[config.mk]
export PLATFORM = sky130hd
export DESIGN_NAME = entrada_handshake
export DESIGN_NICKNAME = d
export VERILOG_FILES = /design/src/rtl/entrada_pkg.sv /design/src/rtl/botao_debounce.sv /design/src/rtl/entrada_handshake.sv
export SDC_FILE = /design/constraint.sdc
export NUM_CORES = 1
export LEC_CHECK = 0
export ABC_AREA = 1
export CORE_ASPECT_RATIO = 1.5
export CORE_UTILIZATION = 45
export CTS_BUF_LIST = sky130_fd_sc_hd__clkbuf_8
export CTS_CLUSTER_SIZE = 20
export DETAILED_ROUTE_END_ITERATION = 7
export PLACE_DENSITY = 0.69
export SYNTH_ARGS = -nofsm -noshare
export SYNTH_HDL_FRONTEND = slang
export SYNTH_SLANG_ARGS = --single-unit
[constraint.sdc]
create_clock -name clock -period 3.2 [get_ports clock]
set_input_delay 0.64 -clock clock [delete_from_list [all_inputs] [get_ports clock]]
set_output_delay 0.64 -clock clock [all_outputs]
set_load 0.01 [all_outputs]
[src/rtl/entrada_pkg.sv]
// Shared constants and FSM state encoding for the operator-input (IN instruction) front end.
package entrada_pkg;

   localparam int unsigned WordW         = 32;
   localparam int unsigned DefDebCycles  = 500000;
   localparam int unsigned DefSyncStages = 2;

   typedef enum logic [2:0] {
      StIdle,
      StArm,
      StWaitPress,
      StWaitRelease,
      StDone
   } state_e;

endpackage

[src/rtl/botao_debounce.sv]
// Synchroniser and counter debouncer for the active-low enter key.
// Emits one-cycle press/release pulses when the debounced state flips.
module botao_debounce
   import entrada_pkg::*;
#(
   parameter int unsigned DEB_CYCLES  = DefDebCycles,
   parameter int unsigned SYNC_STAGES = DefSyncStages
) (
   input  logic clock,
   input  logic reset,
   input  logic enter,
   output logic pressed,
   output logic press_p,
   output logic release_p
);

   localparam int unsigned     CntW   = (DEB_CYCLES > 1) ? $clog2(DEB_CYCLES) : 1;
   localparam logic [CntW-1:0] CntMax = CntW'(DEB_CYCLES - 1);

   logic [SYNC_STAGES-1:0] sync_q;
   logic [CntW-1:0]        cnt_q;
   logic                   stable_q;
   logic                   key;

   // Synchroniser resets to the released level so a held key reads as a fresh press.
   always_ff @(posedge clock or posedge reset) begin
      if (reset) begin
         sync_q <= '1;
      end else begin
         sync_q[0] <= enter;
         for (int i = 1; i < SYNC_STAGES; i++) begin
            sync_q[i] <= sync_q[i-1];
         end
      end
   end

   assign key = ~sync_q[SYNC_STAGES-1];

   always_ff @(posedge clock or posedge reset) begin
      if (reset) begin
         stable_q  <= 1'b0;
         cnt_q     <= '0;
         press_p   <= 1'b0;
         release_p <= 1'b0;
      end else begin
         press_p   <= 1'b0;
         release_p <= 1'b0;
         if (key == stable_q) begin
            cnt_q <= '0;
         end else if (cnt_q == CntMax) begin
            stable_q  <= key;
            cnt_q     <= '0;
            press_p   <= key;
            release_p <= ~key;
         end else begin
            cnt_q <= cnt_q + CntW'(1);
         end
      end
   end

   assign pressed = stable_q;

endmodule

[src/rtl/entrada_handshake.sv]
// IN-instruction handshake: waits for a clean press/release, latches the switch word, raises sinal.
// Define ENTRADA_SINAL_EN to treat the top switch as a sign flag over a magnitude.
module entrada_handshake
   import entrada_pkg::*;
#(
   parameter int unsigned DATA_W      = 18,
   parameter int unsigned DEB_CYCLES  = DefDebCycles,
   parameter int unsigned SYNC_STAGES = DefSyncStages
) (
   input  logic              clock,
   input  logic              reset,
   input  logic [DATA_W-1:0] entrada,
   input  logic              enter,
   input  logic              in_req,
   output logic              sinal,
   output logic [WordW-1:0]  valor,
   output logic              aguardando
);

   logic [DATA_W-1:0] ent_q [SYNC_STAGES];
   logic [DATA_W-1:0] ent_sync;
   logic [WordW-1:0]  ext_val;
   logic              pressed;
   logic              press_p;
   logic              release_p;
   state_e            state_q;

   always_ff @(posedge clock or posedge reset) begin
      if (reset) begin
         for (int i = 0; i < SYNC_STAGES; i++) begin
            ent_q[i] <= '0;
         end
      end else begin
         ent_q[0] <= entrada;
         for (int i = 1; i < SYNC_STAGES; i++) begin
            ent_q[i] <= ent_q[i-1];
         end
      end
   end

   assign ent_sync = ent_q[SYNC_STAGES-1];

`ifdef ENTRADA_SINAL_EN
   logic [WordW-1:0] mag;
   assign mag     = WordW'(ent_sync[DATA_W-2:0]);
   assign ext_val = ent_sync[DATA_W-1] ? (~mag + WordW'(1)) : mag;
`else
   assign ext_val = WordW'(ent_sync);
`endif

   botao_debounce #(
      .DEB_CYCLES  (DEB_CYCLES),
      .SYNC_STAGES (SYNC_STAGES)
   ) u_debounce (
      .clock     (clock),
      .reset     (reset),
      .enter     (enter),
      .pressed   (pressed),
      .press_p   (press_p),
      .release_p (release_p)
   );

   always_ff @(posedge clock or posedge reset) begin
      if (reset) begin
         state_q    <= StIdle;
         sinal      <= 1'b0;
         valor      <= '0;
         aguardando <= 1'b0;
      end else begin
         case (state_q)
            StIdle: begin
               if (in_req) state_q <= StArm;
            end
            // A key still held from before the request must be released first.
            StArm: begin
               if (!in_req) begin
                  state_q <= StIdle;
               end else if (!pressed) begin
                  state_q    <= StWaitPress;
                  aguardando <= 1'b1;
               end
            end
            StWaitPress: begin
               if (!in_req) begin
                  state_q    <= StIdle;
                  aguardando <= 1'b0;
               end else if (press_p) begin
                  valor   <= ext_val;
                  state_q <= StWaitRelease;
               end
            end
            StWaitRelease: begin
               if (!in_req) begin
                  state_q    <= StIdle;
                  aguardando <= 1'b0;
               end else if (release_p) begin
                  state_q    <= StDone;
                  aguardando <= 1'b0;
                  sinal      <= 1'b1;
               end
            end
            StDone: begin
               if (!in_req) begin
                  state_q <= StIdle;
                  sinal   <= 1'b0;
               end
            end
            default: begin
               state_q    <= StIdle;
               sinal      <= 1'b0;
               aguardando <= 1'b0;
            end
         endcase
      end
   end

endmodule

==> results by group <==
Pwr
  • Switching share of power: 25.7%
  • Register share of total power: 55.8%
  • Sw power: 0.523 mW
  • Power share of the combinational group: 11.1%
  • Power Internal: 1.51 mW
  • Static leakage: 1.86 nW
  • Worst vdd ir: 0.295 mV
  • Total power: 2.04 mW
  • Clock network power share: 33.0%
  • Pwr/cell area: 513 nW/um^2

GRT
  • GRT Residual Overflow: 0
  • Vias in the first global route: 2242
  • First-pass GRT wire length: 9970 microns
  • Largest net degree at the start of global routing: 51
  • Initial antenna violation count: 0
  • GRT Total Usage: 17.4%

Timing
  • Final Skew: 0.00919 ns
  • RSZ-0062 raised after global routing: false
  • Hold Worst Slack: 0.345 ns
  • Slew @ Worst Pin: 0.594 ns
  • Minimum clock period: 1.91 ns
  • Final Hold Vio Count: 0
  • Fin. max-slew vios: 0
  • Setup TNS: 0 ns
  • Rel. slew slack: 60.4%
  • Final setup fails: 0
  • Period utilization: 59.8%
  • Fmax: 0.523 GHz

Routing
  • Drt first-iter violations: 152
  • DR pass1 iterations: 4
  • Via count: 2282
  • Antenna-violating nets left: 0
  • Vias/cell: 4.56
  • WL/cell: 11.5 microns
  • Drt drc: 0
  • Routed wire length: 5760 microns

Clocking
  • Setup bufs post-CTS: 0
  • CTS tree: built
  • CTS Sinks: 83
  • Worst-path clk slew: 0.08 ns
  • Clk buf depth: 2
  • Total CTS buffers: 9
  • CTS H-tree lvls: 3
  • Latest clock arrival within the worst-skew pair: 0.35 ns
  • Hold_buf cts: 0
  • Post-cts gate resize count: 0
  • Root buf cell: clkbuf_8

Synth
  • Async set-or-reset flop fraction in the synthesized netlist: 100%
  • Synthesized cell area: 3320 sq um
  • Post-synth top flop: dfrtp_1
  • Seq/Total Area, Yosys: 62.7%
  • Number of synthesized register bits: 83
  • Synth Instances: 347
  • Synthesis Warnings: 0
  • Netlist cell types: 27
  • Number of synthesized flops with an enable pin: 0
  • Post-synthesis area per instance: 9.56 sq um

Hold path
  • Worst Hold Depth: 0
  • Hold_sp: ent_q[21]
  • Hold/Removal Path Class: reg2reg
  • Hold endpoint: ent_sync[3]

Cells and area
  • Share of cells above drive strength 1: 6.50%
  • Fillers: 619
  • Area Growth Syn to Fin: 19.7%
  • Nets@finish: 418
  • Ant. Diodes: 0
  • Final core occ: 55.3%
  • Post-Layout Inst Area: 3970 sq um

Worst setup path
  • Reg-to-Reg Start: u_debounce.sync_q[1]
  • Required @ worst endpoint: 3.44 ns
  • Flop2flop setup slack: 1.48 ns
  • CP arrival: 2.16 ns
  • Worst r2r dst: u_debounce.cnt_q[8]
  • CP Class: in2reg
  • CP Max Fanout: 21
  • Crit path launch: in_req
  • Worst Reg-to-Reg Cells: 5
  • Critical Path End Type: register
  • Worst setup SP type: primary input

Run
  • Maxcap violations: 0

Floorplanning
  • Initial Util: 46.2%
  • I/O pins: 56
  • DIE WIDTH: 72.1 microns
  • Core area: 7180 sq um
  • # rows: 38
  • Height of the die: 107 microns
  • Die area: 7730 sq um

Placement
  • Placed inst area: 3790 sq um
  • Gpl congestion: 0.900
  • Port Buffer Count: 41
  • HPWL after detailed placement: 4250 microns

Run status
  • Status: completed
[power groups by stage]
| stage | sequential, mW | combinational (mW) | clock, mW |
|---|---|---|---|
| floorplan | 1.15 | 0.161 | 0 |
| global placement | 1.16 | 0.225 | 0 |
| detailed placement | 1.16 | 0.230 | 0 |
| CTS | 1.14 | 0.231 | 0.693 |
| global route | 1.14 | 0.265 | 0.748 |
| finish | 1.14 | 0.227 | 0.673 |
[worst max path at each step]
stage,endpoint,slack [ns],depth (start not counted)
2_1_floorplan,aguardando,0.43,1
3_3_place_gp,valor[6],0.96,7
3_5_place_dp,valor[8],0.91,7
4_1_cts,valor[5],1.27,1
5_1_grt,valor[14],1.15,7
6_report,valor[8],1.29,7
[logic make-up after synthesis]
logic type | share of synthesized area (%)
DFF | 62.7
adders and majority gates | 0.377
and+or+nand+nor | 24.7
other | 0.113
buffers and inverters | 7.43
AOI/OAI and AO/OA | 2.30
xor gates and xnor gates | 2.38
[per-layer routing]
| layer | wire, microns | track usage, % | vias to the layer above |
|---|---|---|---|
| li1 | - | - | 1152 |
| met4 | 162 | 9.24 | 0 |
| met2 | 3100 | 30.0 | 55 |
| met1 | 2290 | 18.7 | 1062 |
| met3 | 212 | 5.17 | 13 |
| met5 | 0 | 0 | - |
[sequential cells by signal (all words and copies together) (netlist names)]
signal	flops
aguardando	1
ent_q	18
ent_sync	18
sinal	1
state_q	3
u_debounce.cnt_q	19
u_debounce.press_p	1
u_debounce.pressed	1
u_debounce.release_p	1
u_debounce.sync_q	2
valor	18
[stage by stage]
step	instances	setup WS, ns
after floorplan	360	0.427
after global placement	484	0.961
after detailed placement	484	0.910
after CTS	500	1.27
after global routing	500	1.15
final	500	1.29
[Yosys cell counts (4+ instances only)]
library cell | number | area (sq um)
a21oi_1 | 5 | 25.0
xnor2_1 | 4 | 35.0
dfrtp_1 | 81 | 2030
nor2_1 | 57 | 214
nand3_1 | 39 | 195
xor2_1 | 5 | 43.8
buf_4 | 14 | 105
inv_1 | 28 | 105
o21ai_0 | 6 | 30.0
nand2_1 | 82 | 308
[worst max-delay path, stage by stage]
cell	delay, ns
clkdlybuf4s50_1	0.58
nand2_1	0.14
nor3_4	0.12
buf_4	0.24
nand2_2	0.23
nand2_1	0.15
nand2_1	0.06
[cell usage in the layout (no fill, tap or decap), types with 3 or more instances in the layout]
master           synthesis  layout
nand2_1                 82      82
dfrtp_1                 81      81
nor2_1                  57      57
clkdlybuf4s50_1          0      41
nand3_1                 39      39
inv_1                   28      28
conb_1                   1      14
clkbuf_8                 0      11
o21ai_0                  6       6
a21oi_1                  5       5
xor2_1                   5       5
xnor2_1                  4       4
clkinv_2                 0       3
[layout make-up]
class,instances,area (sq um),area share [%]
clock buffer,11,151,3.81
clock inverter,5,28.8,0.725
inverter,28,106,2.68
multi-input combinational,230,1040,26.2
sequential,83,2080,52.4
tap,100,125,3.15
timing repair buffer,43,438,11.0
Note: power is estimated with default switching activity, not from simulation.
